===== src/rtl/learn_costs_pkg.sv =====
// Shared constants, FSM state type and entry-address helper for the neighbor-cost learner.
// Latency: n/a (package only).
// Backpressure: n/a (package only).
//
// Table layout in the byte-wide memory: a count word at COUNT_ADDR, then
// MAX_NEIGHBORS entries of ENTRY_BYTES each, starting at TABLE_BASE.
package learn_costs_pkg;

    localparam int WORD_WIDTH    = 16;
    localparam int ADDR_WIDTH    = 11;
    localparam int MAX_NEIGHBORS = 16;
    localparam int ENTRY_BYTES   = 10;

    localparam logic [ADDR_WIDTH-1:0] COUNT_ADDR = 11'h000;
    localparam logic [ADDR_WIDTH-1:0] TABLE_BASE = 11'h002;

    // Byte offsets of the word fields inside one entry
    localparam logic [ADDR_WIDTH-1:0] OFF_ID  = 11'd0;
    localparam logic [ADDR_WIDTH-1:0] OFF_BAT = 11'd2;
    localparam logic [ADDR_WIDTH-1:0] OFF_VAL = 11'd4;
    localparam logic [ADDR_WIDTH-1:0] OFF_CLU = 11'd6;
    localparam logic [ADDR_WIDTH-1:0] OFF_EPS = 11'd8;

    typedef enum logic [2:0] {
        S_IDLE,
        S_RD_CNT,
        S_LD_CNT,
        S_RD_ID,
        S_CMP,
        S_WR_HIT,
        S_WR_NEW,
        S_DONE
    } state_t;

    // Byte address of entry idx
    function automatic logic [ADDR_WIDTH-1:0] entry_addr(input logic [4:0] idx);
        return TABLE_BASE + ADDR_WIDTH'(idx) * ADDR_WIDTH'(ENTRY_BYTES);
    endfunction

endpackage


===== src/rtl/learn_costs.sv =====
// Neighbor-cost learning engine: searches the neighbor table for fsourceID, updates a hit, appends a miss.
// Latency: 2 + 2*(entries searched) + writes + 1 cycles from the en-sampling edge to the done pulse.
// Backpressure: none; en is only sampled in IDLE, requests arriving while busy are dropped.
//
// Ports:
//   clock, nrst (sync, active-high)      : clock and reset
//   en, fsourceID, fbatteryStat, fValue,
//   fclusterID, initial_epsilon          : request and its payload, latched on acceptance
//   address, wr_en, mem_data_in          : memory byte address / write enable / write word (all registered)
//   mem_data_out                         : memory read word, valid one cycle after address
//   done                                 : one-cycle completion pulse
module learn_costs
    import learn_costs_pkg::*;
(
    input  logic                  clock,
    input  logic                  nrst,
    input  logic                  en,
    input  logic [WORD_WIDTH-1:0] fsourceID,
    input  logic [WORD_WIDTH-1:0] fbatteryStat,
    input  logic [WORD_WIDTH-1:0] fValue,
    input  logic [WORD_WIDTH-1:0] fclusterID,
    input  logic [WORD_WIDTH-1:0] initial_epsilon,
    output logic [ADDR_WIDTH-1:0] address,
    output logic                  wr_en,
    input  logic [WORD_WIDTH-1:0] mem_data_out,
    output logic [WORD_WIDTH-1:0] mem_data_in,
    output logic                  done
);

    state_t                r_state, w_state;
    logic [ADDR_WIDTH-1:0] r_addr,  w_addr;
    logic                  r_wr_en, w_wr_en;
    logic [WORD_WIDTH-1:0] r_wdata, w_wdata;
    logic                  r_done,  w_done;
    logic [4:0]            r_cnt,   w_cnt;
    logic [4:0]            r_idx,   w_idx;
    logic [2:0]            r_step,  w_step;
    logic [2:0]            w_nstep;
    logic                  w_latch;
    logic                  w_new_go;

    logic [WORD_WIDTH-1:0] r_id, r_bat, r_val, r_clu, r_eps;

    assign address     = r_addr;
    assign wr_en       = r_wr_en;
    assign mem_data_in = r_wdata;
    assign done        = r_done;

    always_ff @(posedge clock) begin
        if (nrst) begin
            r_state <= S_IDLE;
            r_addr  <= '0;
            r_wr_en <= 1'b0;
            r_wdata <= '0;
            r_done  <= 1'b0;
            r_cnt   <= '0;
            r_idx   <= '0;
            r_step  <= '0;
            r_id    <= '0;
            r_bat   <= '0;
            r_val   <= '0;
            r_clu   <= '0;
            r_eps   <= '0;
        end else begin
            r_state <= w_state;
            r_addr  <= w_addr;
            r_wr_en <= w_wr_en;
            r_wdata <= w_wdata;
            r_done  <= w_done;
            r_cnt   <= w_cnt;
            r_idx   <= w_idx;
            r_step  <= w_step;
            if (w_latch) begin
                r_id  <= fsourceID;
                r_bat <= fbatteryStat;
                r_val <= fValue;
                r_clu <= fclusterID;
                r_eps <= initial_epsilon;
            end
        end
    end

    // Next-state logic also computes the next value of every registered output,
    // so the memory sees address/data/wr_en aligned with the state that owns them.
    always_comb begin
        w_state  = r_state;
        w_addr   = r_addr;
        w_wr_en  = 1'b0;
        w_wdata  = r_wdata;
        w_done   = 1'b0;
        w_cnt    = r_cnt;
        w_idx    = r_idx;
        w_step   = r_step;
        w_nstep  = r_step + 3'd1;
        w_latch  = 1'b0;
        w_new_go = 1'b0;

        case (r_state)
            S_IDLE: begin
                if (en) begin
                    w_latch = 1'b1;
                    w_addr  = COUNT_ADDR;
                    w_state = S_RD_CNT;
                end
            end
            S_RD_CNT: w_state = S_LD_CNT;
            S_LD_CNT: begin
                w_cnt = mem_data_out[4:0];
                w_idx = 5'd0;
                if (w_cnt == 5'd0) begin
                    w_new_go = 1'b1;
                end else begin
                    w_addr  = entry_addr(5'd0) + OFF_ID;
                    w_state = S_RD_ID;
                end
            end
            S_RD_ID: w_state = S_CMP;
            S_CMP: begin
                if (mem_data_out == r_id) begin
                    w_state = S_WR_HIT;
                    w_step  = 3'd0;
                    w_addr  = entry_addr(r_idx) + OFF_BAT;
                    w_wdata = r_bat;
                    w_wr_en = 1'b1;
                end else begin
                    w_idx = r_idx + 5'd1;
                    if (w_idx == r_cnt) begin
                        w_new_go = 1'b1;
                    end else begin
                        w_addr  = entry_addr(w_idx) + OFF_ID;
                        w_state = S_RD_ID;
                    end
                end
            end
            // battery, value, cluster occupy consecutive words
            S_WR_HIT: begin
                if (r_step == 3'd2) begin
                    w_state = S_DONE;
                    w_done  = 1'b1;
                end else begin
                    w_step  = w_nstep;
                    w_addr  = r_addr + 11'd2;
                    w_wdata = (r_step == 3'd0) ? r_val : r_clu;
                    w_wr_en = 1'b1;
                end
            end
            // step 0 (ID) is issued on entry; steps 1..4 fill fields, step 5 bumps the count
            S_WR_NEW: begin
                if (r_step == 3'd5) begin
                    w_state = S_DONE;
                    w_done  = 1'b1;
                end else begin
                    w_step  = w_nstep;
                    w_wr_en = 1'b1;
                    case (w_nstep)
                        3'd1: begin w_addr = entry_addr(r_cnt) + OFF_BAT; w_wdata = r_bat; end
                        3'd2: begin w_addr = entry_addr(r_cnt) + OFF_VAL; w_wdata = r_val; end
                        3'd3: begin w_addr = entry_addr(r_cnt) + OFF_CLU; w_wdata = r_clu; end
                        3'd4: begin w_addr = entry_addr(r_cnt) + OFF_EPS; w_wdata = r_eps; end
                        default: begin
                            w_addr  = COUNT_ADDR;
                            w_wdata = WORD_WIDTH'(r_cnt) + 16'd1;
                        end
                    endcase
                end
            end
            S_DONE:  w_state = S_IDLE;
            default: w_state = S_IDLE;
        endcase

        // Miss path: a full table drops the request without touching memory
        if (w_new_go) begin
            if (w_cnt >= 5'(MAX_NEIGHBORS)) begin
                w_state = S_DONE;
                w_done  = 1'b1;
            end else begin
                w_state = S_WR_NEW;
                w_step  = 3'd0;
                w_addr  = entry_addr(w_cnt) + OFF_ID;
                w_wdata = r_id;
                w_wr_en = 1'b1;
            end
        end
    end

endmodule


===== config.mk =====
export PLATFORM = sky130hd
export DESIGN_NAME = learn_costs
export DESIGN_NICKNAME = d
export VERILOG_FILES = /design/src/rtl/learn_costs_pkg.sv /design/src/rtl/learn_costs.sv
export SDC_FILE = /design/constraint.sdc
export NUM_CORES = 1
export LEC_CHECK = 0
export ABC_AREA = 1
export BUFFER_PORTS_ARGS = -buffer_cell sky130_fd_sc_hd__buf_2
export CAP_MARGIN = 25
export CORE_UTILIZATION = 58
export DETAILED_ROUTE_END_ITERATION = 10
export GPL_TIMING_DRIVEN = 0
export PLACE_DENSITY = 0.8
export SETUP_SLACK_MARGIN = 0.02
export SLEW_MARGIN = 25
export SYNTH_ARGS = -nofsm -noshare
export SYNTH_HDL_FRONTEND = slang
export SYNTH_SLANG_ARGS = --single-unit

===== constraint.sdc =====
create_clock -name clock -period 7.87 [get_ports clock]
set_input_delay 0 -clock clock [delete_from_list [all_inputs] [get_ports clock]]
set_output_delay 0 -clock clock [all_outputs]
set_load 0.01 [all_outputs]

==> metrics <==
Logic pwr share=15.6%; Net Sw Power=0.000479 W; Min-Delay Path Class=in2reg; clock power share=43.3%; skew final=4.55 ps; Slew HR=48.4%; overall routing resource usage=41.8%; fin crit period=3270 ps; Die H=121 um; clk sinks=125; post-DP HPWL=20.8 mm; Synth Net Count=1415; Vias per Instance=5.88; CP Max Fanout=9; area share of the largest cell type after synthesis=30.7%; CP arrival=3590 ps; H-tree levels=4; vias=9933; Least-Margin Pin Slew=769 ps; largest net degree at the start of global routing=17; Final Hold Viols=0; number of global-route vias before repair=9439; Max clock buf depth=2; number of remaining DRC errors=0; first-pass GRT wire length=46.8 mm; core outline area=13500 sq um; final slew viol count=0; n_diodes=0; top post-synthesis cells by area=dfxtp_1, nand2_1, a21oi_1, o21ai_0, inv_1; cell taking the most area after synthesis=dfxtp_1; critical path class=reg2reg; PortBufs=126; # IOs=128; Tcrit/Tclk final=41.5%; Post-layout nets=1642; GP Congestion=0.977; synth warn=0; synth unique cells=42; Total Power=0.00171 W; Mapped Cells=1274; Worst-Skew Late Latency=430 ps; Mapped Avg Cell Area=6.41 sq um; CTS tree=yes; total CTS buffers=17; Reg power frac=41.0%; area grow syn2layout=27.1%; DRT Pass-1 Iters=7; EDFF count, synth=0; Lkg Pwr=4.84 nW; part of the Yosys area used for sequential elements=30.7%; Rows=42; WL/cell=17.7 um; Overflow after GRT=0; number of post-CTS setup repair buffers=0; Sw Share=28.0%; worst vdd ir=0.170 mV; Max Cap Viol=0; initial antenna violation count=1; Internal=0.00123 W; Final WS setup=4600 ps; FF+latch count, synth=125; Worst Path Required=8190 ps; ys flop type=dfxtp_1; Die X=121 um; Setup TNS Final=0 ps; initial core utilization=60.5%; CTS Hold Bufs=82; CTS Root Cell=clkbuf_16; status=completed; Pwr Density=165 nW/um^2; RSZ-0062 raised after global routing=false; synthesized cell area=8160 sq um; share of cells above drive strength 1=12.7%; Place WS=4650 ps; async set-reset flop share out of synthesis=0%; Critical Path End Type=flop; area of the die=14600 sq um; final setup fails=0; CTS clk-pin slew, worst paths=50 ps; startpoint types=flop; post_cts resized=0; Initial DRC Count=1042; FMAX=0.306 GHz; Routed Antenna Nets=0; wirelength, routed=29.9 mm
==> final cells by class <==
class                   instances  area (sq um)
inverters                     157           591
repair buffers                208          1450
well taps                     176           220
plain buffers                  55           231
multi-input cells             937          4840
clock buffers                  23           478
clock inverters                 7          65.1
fillers                      1031          3130
flip-flops and latches        125          2500
==> logic make-up (layout without fill, tap and decap cells) <==
group           Yosys count  in the layout  synth area share, %
simple gates            571            571                 29.9
compound gates          292            292                 19.1
buf+inv                 212            450                 10.1
flops                   125            125                 30.7
fa+ha+maj                42             42                 6.80
xor+xnor                 31             31                 3.33
mux                       1              1                0.123
==> placed cells by master (no fill, tap or decap), types with 3 or more instances in the layout <==
cell type      netlist  final
o22ai_1             23     23
clkbuf_8             0      3
nand2_2              6      6
nand4_1             15     15
clkbuf_1            44     47
xnor2_1              8      8
clkbuf_16            0     17
ha_1                38     38
a211oi_1             3      3
a22oi_1              3      3
o2111ai_1            6      6
dfxtp_1            125    125
nand2_1            283    283
o21ai_0            109    109
nand3_1            105    105
buf_2                8    134
fa_1                 4      4
o21ai_1             15     15
o211ai_1             4      4
inv_2               11     11
nand3b_1             7      7
inv_1              143    143
dlygate4sd3_1        0     82
clkinv_2             1      5
nor2_1             138    138
nand2_4              3      3
nor2_4               3      3
a21oi_1            120    120
nor3_1               3      3
xor2_1              23     23
==> per-layer routing <==
layer | vias to the layer above | part of all wire [%] | global-route usage (%)
met5 | - | 0.044 | 0
met4 | 2 | 7.0 | 27.2
met3 | 178 | 9.3 | 8.92
met2 | 638 | 46 | 69.8
met1 | 4473 | 37 | 48.3
li1 | 4642 | - | -
==> state kept, by name (all words and copies together), names as in the netlist <==
signal and cells:
mem_data_in 16, r_bat 16, r_clu 16, r_eps 16
r_id 16, r_val 16, address 11, r_cnt 5
r_idx 5, r_state 3, r_step 3, done 1
wr_en 1
==> worst paths after layout <==
check | start | end | slack, ps | cells past startpoint
min | nrst | r_idx[0] | 40 | 2
min reg2reg | address[0] | address[0] | 450 | 2
max reg2reg | r_idx[1] | address[7] | 4600 | 19
max | r_idx[1] | address[7] | 4600 | 19
==> per-stage QoR <==
stage	area (sq um)	cells	hold slack [ps]	utilization [%]
2_1_floorplan	8160	1274	168	-
3_3_place_gp	9010	1576	275	66.8
3_5_place_dp	9010	1576	282	66.8
4_1_cts	10400	1688	37.8	76.8
5_1_grt	10400	1688	72.0	76.8
6_report	10400	1688	44.5	76.8
==> synthesized netlist by cell type (all sizes together) (4+ instances only) <==
master and n:
a21oi 120, buf 11, clkbuf 44, dfxtp 125, fa 4, ha 38, inv 154, nand2 292
nand3 107, nand3b 7, nand4 15, nor2 143, o2111ai 6, o211ai 4, o21ai 124, o22ai 23
xnor2 8, xor2 23
==> worst max-delay path: stages, from the launching register on <==
cell and delay, ps:
dfxtp_1 540, ha_1 290, nand4_1 110, nand2_1 200, inv_1 150, ha_1 320, inv_1 70, fa_1 510
inv_1 90, nand3_1 110, nor2_1 160, nand3_1 90, nand2_1 70, nand2_1 40, o21ai_0 70, nand2_1 60
nand2_1 70, nand3_1 80, nor2_1 100, nor2_1 40
==> power by group through the flow <==
stage / Clock (W) / Combinational, W / Sequential [W]
2_1_floorplan: 0 / 0.000143 / 0.000704
6_report: 0.000741 / 0.000267 / 0.000702
3_5_place_dp: 0 / 0.000217 / 0.000713
3_3_place_gp: 0 / 0.000213 / 0.000711
4_1_cts: 0.000729 / 0.000250 / 0.000700
5_1_grt: 0.000765 / 0.000290 / 0.000705
Power figures use the tool's default switching activity.
